===== src/rtl/cordic_vectoring_iter.sv =====
// -----------------------------------------------------------------------------
// cordic_vectoring_iter
// Iterative single-stage CORDIC in vectoring mode. A Cartesian vector (x, y)
// is rotated onto the positive x axis by NUM_STAGES shift/add micro-rotations
// through one shared datapath. The accumulated rotation is atan2(y, x) as a
// binary angle (2^WIDTH = 360 deg). The final x is the gain-scaled magnitude.
//
// Ports
//   clk        in   rising-edge clock
//   rst        in   synchronous active-high reset (dominates valid_in)
//   valid_in   in   sample strobe, accepted only when ready is high
//   x_in,y_in  in   WIDTH-bit signed two's-complement vector
//   ready      out  high only while idle and able to accept
//   valid_out  out  one-cycle result pulse
//   angle      out  WIDTH-bit signed binary angle, held between pulses
//   mag        out  WIDTH+1-bit unsigned magnitude * K (uncompensated)
// -----------------------------------------------------------------------------
module cordic_vectoring_iter #(
    parameter int NUM_STAGES = 12,
    parameter int WIDTH      = 16
) (
    input  logic             clk,
    input  logic             rst,
    input  logic             valid_in,
    input  logic [WIDTH-1:0] x_in,
    input  logic [WIDTH-1:0] y_in,
    output logic             ready,
    output logic             valid_out,
    output logic [WIDTH-1:0] angle,
    output logic [WIDTH:0]   mag
);

    // x/y need two guard bits: sqrt(2) * K < 2.4 for |x|,|y| <= 2^(WIDTH-1).
    localparam int XW = WIDTH + 2;
    localparam int ZW = WIDTH + 1;
    localparam int CW = $clog2(NUM_STAGES + 1);

    // +90 deg in the binary angle format.
    localparam logic signed [ZW-1:0] Z_QUARTER = {2'b00, 1'b1, {(WIDTH-2){1'b0}}};

    typedef enum logic [1:0] {
        IDLE = 2'd0,
        PRE  = 2'd1,
        ITER = 2'd2,
        DONE = 2'd3
    } state_t;

    // atan(2^-i) in 2^32-per-turn units, rounded once down to WIDTH bits.
    // Beyond the table atan(2^-i) == 2^-i to well under one 2^-32 turn.
    function automatic logic [WIDTH-1:0] atan_lut(input logic [5:0] idx);
        logic [31:0] t32;
        case (idx)
            6'd0:    t32 = 32'h2000_0000;
            6'd1:    t32 = 32'h12E4_051E;
            6'd2:    t32 = 32'h09FB_385B;
            6'd3:    t32 = 32'h0511_11D4;
            6'd4:    t32 = 32'h028B_0D43;
            6'd5:    t32 = 32'h0145_D7E1;
            6'd6:    t32 = 32'h00A2_F61E;
            6'd7:    t32 = 32'h0051_7C55;
            6'd8:    t32 = 32'h0028_BE53;
            6'd9:    t32 = 32'h0014_5F2F;
            6'd10:   t32 = 32'h000A_2F98;
            6'd11:   t32 = 32'h0005_17CC;
            6'd12:   t32 = 32'h0002_8BE6;
            6'd13:   t32 = 32'h0001_45F3;
            6'd14:   t32 = 32'h0000_A2FA;
            6'd15:   t32 = 32'h0000_517D;
            6'd16:   t32 = 32'h0000_28BE;
            6'd17:   t32 = 32'h0000_145F;
            6'd18:   t32 = 32'h0000_0A30;
            6'd19:   t32 = 32'h0000_0518;
            default: t32 = 32'd683565276 >> idx;
        endcase
        atan_lut = WIDTH'(({1'b0, t32} + (33'd1 << (31 - WIDTH))) >> (32 - WIDTH));
    endfunction

    state_t                 state_q, state_d;
    logic signed [XW-1:0]   x_q, x_d, y_q, y_d;
    logic signed [ZW-1:0]   z_q, z_d;
    logic [CW-1:0]          iter_q, iter_d;
    logic                   zero_q, zero_d;
    logic                   ready_q, ready_d;
    logic                   valid_out_q, valid_out_d;
    logic [WIDTH-1:0]       angle_q, angle_d;
    logic [WIDTH:0]         mag_q, mag_d;

    logic                   accept;
    logic signed [XW-1:0]   x_sh, y_sh;
    logic signed [ZW-1:0]   atan_s;

    // Next-state, datapath and registered-output logic.
    always_comb begin
        state_d     = state_q;
        x_d         = x_q;
        y_d         = y_q;
        z_d         = z_q;
        iter_d      = iter_q;
        zero_d      = zero_q;
        valid_out_d = 1'b0;
        angle_d     = angle_q;
        mag_d       = mag_q;
        accept      = valid_in && ready_q;
        x_sh        = x_q >>> iter_q;
        y_sh        = y_q >>> iter_q;
        atan_s      = {1'b0, atan_lut(6'(iter_q))};

        case (state_q)
            IDLE: begin
                if (accept) begin
                    x_d     = {{2{x_in[WIDTH-1]}}, x_in};
                    y_d     = {{2{y_in[WIDTH-1]}}, y_in};
                    state_d = PRE;
                end else begin
                    state_d = IDLE;
                end
            end
            PRE: begin
                // Fold the left half-plane into the right one by +/-90 deg so
                // the micro-rotations (about +/-100 deg total) can converge.
                zero_d = (x_q == '0) && (y_q == '0);
                iter_d = '0;
                if (x_q[XW-1] && !y_q[XW-1]) begin
                    x_d = y_q;
                    y_d = -x_q;
                    z_d = Z_QUARTER;
                end else if (x_q[XW-1]) begin
                    x_d = -y_q;
                    y_d = x_q;
                    z_d = -Z_QUARTER;
                end else begin
                    z_d = '0;
                end
                state_d = ITER;
            end
            ITER: begin
                // Rotate toward y = 0; all three updates use old values.
                if (!y_q[XW-1]) begin
                    x_d = x_q + y_sh;
                    y_d = y_q - x_sh;
                    z_d = z_q + atan_s;
                end else begin
                    x_d = x_q - y_sh;
                    y_d = y_q + x_sh;
                    z_d = z_q - atan_s;
                end
                if (iter_q == CW'(NUM_STAGES - 1)) begin
                    state_d = DONE;
                end else begin
                    iter_d = iter_q + 1'b1;
                end
            end
            DONE: begin
                valid_out_d = 1'b1;
                // z wraps modulo one turn, so +180 deg reads as -2^(WIDTH-1).
                if (zero_q) begin
                    angle_d = '0;
                    mag_d   = '0;
                end else begin
                    angle_d = z_q[WIDTH-1:0];
                    mag_d   = x_q[WIDTH:0];
                end
                state_d = IDLE;
            end
            default: begin
                state_d = IDLE;
            end
        endcase

        // ready is registered: it drops on the accepting edge and comes back
        // one cycle after the result pulse.
        ready_d = (state_q == IDLE) && !accept;
    end

    // State, datapath and output registers with synchronous reset.
    always_ff @(posedge clk) begin
        if (rst) begin
            state_q     <= IDLE;
            x_q         <= '0;
            y_q         <= '0;
            z_q         <= '0;
            iter_q      <= '0;
            zero_q      <= 1'b0;
            ready_q     <= 1'b1;
            valid_out_q <= 1'b0;
            angle_q     <= '0;
            mag_q       <= '0;
        end else begin
            state_q     <= state_d;
            x_q         <= x_d;
            y_q         <= y_d;
            z_q         <= z_d;
            iter_q      <= iter_d;
            zero_q      <= zero_d;
            ready_q     <= ready_d;
            valid_out_q <= valid_out_d;
            angle_q     <= angle_d;
            mag_q       <= mag_d;
        end
    end

    assign ready     = ready_q;
    assign valid_out = valid_out_q;
    assign angle     = angle_q;
    assign mag       = mag_q;

endmodule

===== config.mk =====
export PLATFORM = sky130hd
export DESIGN_NAME = cordic_vectoring_iter
export DESIGN_NICKNAME = d
export VERILOG_FILES = /design/src/rtl/cordic_vectoring_iter.sv
export SDC_FILE = /design/constraint.sdc
export NUM_CORES = 1
export LEC_CHECK = 0
export CORE_AREA = 2 2 171 140
export DETAILED_ROUTE_END_ITERATION = 16
export DIE_AREA = 0 0 173 142
export PLACE_DENSITY = 0.65
export SYNTH_ARGS = -nofsm -noshare
export SYNTH_HDL_FRONTEND = slang
export SYNTH_SLANG_ARGS = --single-unit

===== constraint.sdc =====
create_clock -name clk -period 7 [get_ports clk]
set_input_delay 1.4 -clock clk [delete_from_list [all_inputs] [get_ports clk]]
set_output_delay 1.4 -clock clk [all_outputs]
set_load 0.01 [all_outputs]

==> Implementation_results.wiki <==
{| class="wikitable"
! Metric !! Value
|-
| Outcome || completed
|-
| Hold buffer count at CTS || 0
|-
| Initial Utilization || 49.0%
|-
| Post-route total power || between 6 and 7 mW
|-
| CTS sink cnt || between 100 and 150
|-
| Setup bufs post-CTS || 0
|-
| WP data required || 7.25 ns
|-
| Post-detailed-route wirelength per cell || 20.4 um
|-
| Pre-CTS WS || between 1.5 and 2 ns
|-
| Yosys Warn Count || 0
|-
| Leakage || between 4 and 5 nW
|-
| Area leader, netlist || sky130_fd_sc_hd__dfxtp_1
|-
| DRC Markers || 0
|-
| Cell-internal power || about 3.2 mW
|-
| Global-route wire length before repair || around 56 mm
|-
| MaxCap Viol Count || 0
|-
| Sequential fraction of design power || between 15 and 20%
|-
| Number of I/O port buffers || slightly below 70
|-
| Max_slew headroom || a little under a third
|-
| Sequential area share after synthesis || 19.4%
|-
| Vias post-DR || between 10000 and 15000
|-
| Total grt overflow || 0
|-
| Final hold violations || 0
|-
| Kind of start point of the critical path || flip-flop
|-
| Post-route clock skew || between 0.02 and 0.025 ns
|-
| Final max-slew violation count || 0
|-
| Min Tclk post-route || 5.49 ns
|-
| Commonest non-fill, non-tap cell in the layout || sky130_fd_sc_hd__nor2_1
|-
| Dominant register cell in the synthesized netlist || sky130_fd_sc_hd__dfxtp_1
|-
| Final routed wirelength across all metal layers || between 30 and 40 mm
|-
| Share of final-layout standard cells stronger than drive strength 1 || between 7 and 8%
|-
| Async S/R FF share, synth || 0%
|-
| Largest buffer count on any clock path || 2
|-
| Vias in the first global route || 10100
|-
| Distinct cells, synth || 91
|-
| Fraction of power spent switching nets || 53.4%
|-
| Ratio of final minimum period to clock period || 78.4%
|-
| Global routing usage summed across all routing layers || around 28%
|-
| Root buf cell || sky130_fd_sc_hd__clkbuf_16
|-
| Die ar. || 24600 sq um
|-
| TritonCTS Buffers || 9
|-
| Clock slew at the register clock pins of the worst setup and hold paths || around 0.10 ns
|-
| Worst-path cell chain || mux4_2, mux4_2, inv_1, ha_1, nor2b_1, a31oi_1, or2_1, or3_1, o21ai_0, ha_1, nand2_1, nand2_1, a21o_1, a21oi_1, a31oi_1, a31o_2, nand4b_1, or3b_1
|-
| Area added between synthesis and finish || 8.86%
|-
| Highest-count cells in the layout ignoring fill and taps || 157 x sky130_fd_sc_hd__nor2_1, 140 x sky130_fd_sc_hd__a21oi_1, 106 x sky130_fd_sc_hd__dfxtp_1
|-
| Post-synthesis instance area || between 10000 and 15000 sq um
|-
| First-iteration detailed-routing DRC count || between 900 and 1000
|-
| Final antenna diode count || 0
|-
| Post-synthesis net count || approximately 1500
|-
| Initial DRT Pass Iterations || 7
|-
| Register bit total from synthesis || ~110
|-
| Top cell type's share of synthesized area || ~19%
|-
| CTS tree || done
|-
| RSZ-0062 raised after global routing || no
|-
| Ports placed on the boundary || 70
|-
| Clock latency on the worst-skew pair || 0.39 ns
|-
| Core Rows || 50
|-
| Number of routed nets with antenna violations || 0
|-
| # nets final || 1527
|-
| Peak clock frequency supported by timing || about 180 MHz
|-
| Critical path endpoint category || flip-flop
|-
| Slew of the pin with the lowest slew margin || 1.03 ns
|-
| Biggest cell delay along the critical path || ~0.88 ns
|-
| Setup violation total in the final timing report || 0
|-
| Number of flops mapped to enable cells by yosys || 0
|-
| Peak supply drop || a little under 0.3 mV
|-
| Avg Cell Area, Syn || roughly 7.8 sq um
|-
| Setup_tns || 0 ns
|-
| Maximum level of the CTS H-tree || 3
|-
| Power density of the placed cells || between 500 and 600 nW/um^2
|-
| Data arrival at the endpoint of the critical path || around 5.7 ns
|-
| Worst setup path category || flip-flop to flip-flop
|-
| Post-cts sizing count || 0
|-
| Biggest fanout along the worst timing path || 31
|-
| Switch Pwr || 3.69 mW
|-
| Floorplan die width || 173 um
|-
| Crit-path slowest cell || sky130_fd_sc_hd__dfxtp_2
|-
| Number of vias per cell after detailed routing || between 6 and 7
|-
| Height of the die || 142 um
|-
| Clock Power Share || under 10%
|-
| Min-delay worst type || flip-flop to flip-flop
|-
| Core ar. || 22900 sq um
|-
| Portion of total power attributed to combinational logic || 75.1%
|-
| Initial antenna violation count || 0
|-
| Gate count after technology mapping || 1439
|-
| Final cell utilization of the core || approximately 53%
|-
| Ranking of synthesized cells by area || sky130_fd_sc_hd__dfxtp_1 19%, sky130_fd_sc_hd__ha_1 7.5%, sky130_fd_sc_hd__a21oi_1 6.2%
|-
| Crit path setup slack, layout || around 1.5 ns
|-
| Pin count of the biggest net entering global routing || 54
|-
| RePlAce Congestion || about 0.93
|-
| HPWL reported at the end of detailed placement || 25.5 mm
|}
-- kinds of logic after synthesis --
group,count (synthesis),share of synthesized area (%)
compound gates,407,23.9
xor+xnor,109,8.51
fa+ha+maj,70,8.00
buf+inv,163,6.24
flops,109,19.4
mux,77,11.6
simple gates,504,22.2
-- power groups by stage --
stage	sequential, mW	clock, mW	combinational, mW
floorplan	0.833	0	4.26
global placement	1.17	0	5.01
detailed placement	1.17	0	5.06
CTS	1.15	0.555	5.10
global route	1.20	0.573	5.71
finish	1.18	0.546	5.19
-- routing by layer --
metal | track usage [%] | wire [um] | vias to the layer above
met1 | 42.7 | 17000 | 5229
met5 | 0 | 0 | -
met3 | 6.30 | 3420 | 54
met2 | 40.5 | 14300 | 467
met4 | 7.67 | 697 | 0
li1 | - | - | 5240
-- through the flow --
step | instances | area (sq um) | hold WS [ns]
after floorplan | 1439 | 11200 | 0.459
after global placement | 1723 | 11900 | 0.455
after detailed placement | 1723 | 11900 | 0.467
after CTS | 1739 | 12200 | 0.487
after global routing | 1739 | 12200 | 0.508
final | 1739 | 12200 | 0.481
-- critical path: cells and delay by family (launching register included) --
kind	cells	cell delay (ns)
flip-flops	1	0.88
adder cells (fa/ha/maj)	2	0.48
multiplexers	2	1.28
AND/OR/NAND/NOR	7	1.47
buffers and inverters	1	0.09
AO/OA/AOI/OAI	6	1.15
-- path summary, 6_finish.rpt --
kind	startpoint	endpoint	slack [ns]	cells past startpoint
setup / recovery	iter_q[0]$_SDFFE_PP0N_	x_q[17]$_SDFFE_PP0P_	1.51	18
hold / removal	mag[2]$_SDFFE_PP0P_	mag[2]$_SDFFE_PP0P_	0.48	2
setup reg to reg	iter_q[0]$_SDFFE_PP0N_	x_q[17]$_SDFFE_PP0P_	1.51	18
hold reg to reg	mag[2]$_SDFFE_PP0P_	mag[2]$_SDFFE_PP0P_	0.48	2
-- synth_stat cells (6+ instances only) --
master                     number
sky130_fd_sc_hd__nor2_1       157
sky130_fd_sc_hd__a21oi_1      140
sky130_fd_sc_hd__dfxtp_1      109
sky130_fd_sc_hd__nand2_1      101
sky130_fd_sc_hd__clkbuf_1      84
sky130_fd_sc_hd__xnor2_1       71
sky130_fd_sc_hd__ha_1          67
sky130_fd_sc_hd__o21ai_0       58
sky130_fd_sc_hd__inv_1         44
sky130_fd_sc_hd__nor2b_1       43
sky130_fd_sc_hd__nor3_1        43
sky130_fd_sc_hd__xor2_1        38
sky130_fd_sc_hd__nand3_1       29
sky130_fd_sc_hd__or3_1         27
sky130_fd_sc_hd__mux2i_1       23
sky130_fd_sc_hd__a31oi_1       21
sky130_fd_sc_hd__o21a_1        21
sky130_fd_sc_hd__nand2b_1      20
sky130_fd_sc_hd__mux4_1        18
sky130_fd_sc_hd__mux4_2        17
sky130_fd_sc_hd__o31ai_1       17
sky130_fd_sc_hd__mux2_2        16
sky130_fd_sc_hd__buf_1         15
sky130_fd_sc_hd__a221oi_1      14
sky130_fd_sc_hd__a21o_1        13
sky130_fd_sc_hd__and2_1        13
sky130_fd_sc_hd__nor4_1        13
sky130_fd_sc_hd__o211ai_1      13
sky130_fd_sc_hd__a211oi_1      12
sky130_fd_sc_hd__nand3b_1      12
sky130_fd_sc_hd__a22oi_1       11
sky130_fd_sc_hd__nand4_1        8
sky130_fd_sc_hd__o41ai_1        8
sky130_fd_sc_hd__and3_1         6
sky130_fd_sc_hd__o221ai_1       6
sky130_fd_sc_hd__o311ai_0       6
sky130_fd_sc_hd__or2_2          6
-- area by class of cell --
type,instances,area [sq um]
flip-flops and latches,109,2190
well taps,312,390
clock inverters,7,60.1
clock buffers,9,225
multi-input cells,1167,8360
inverters,49,184
fillers,2280,10700
repair buffers,86,816
Power figures use the tool's default switching activity.
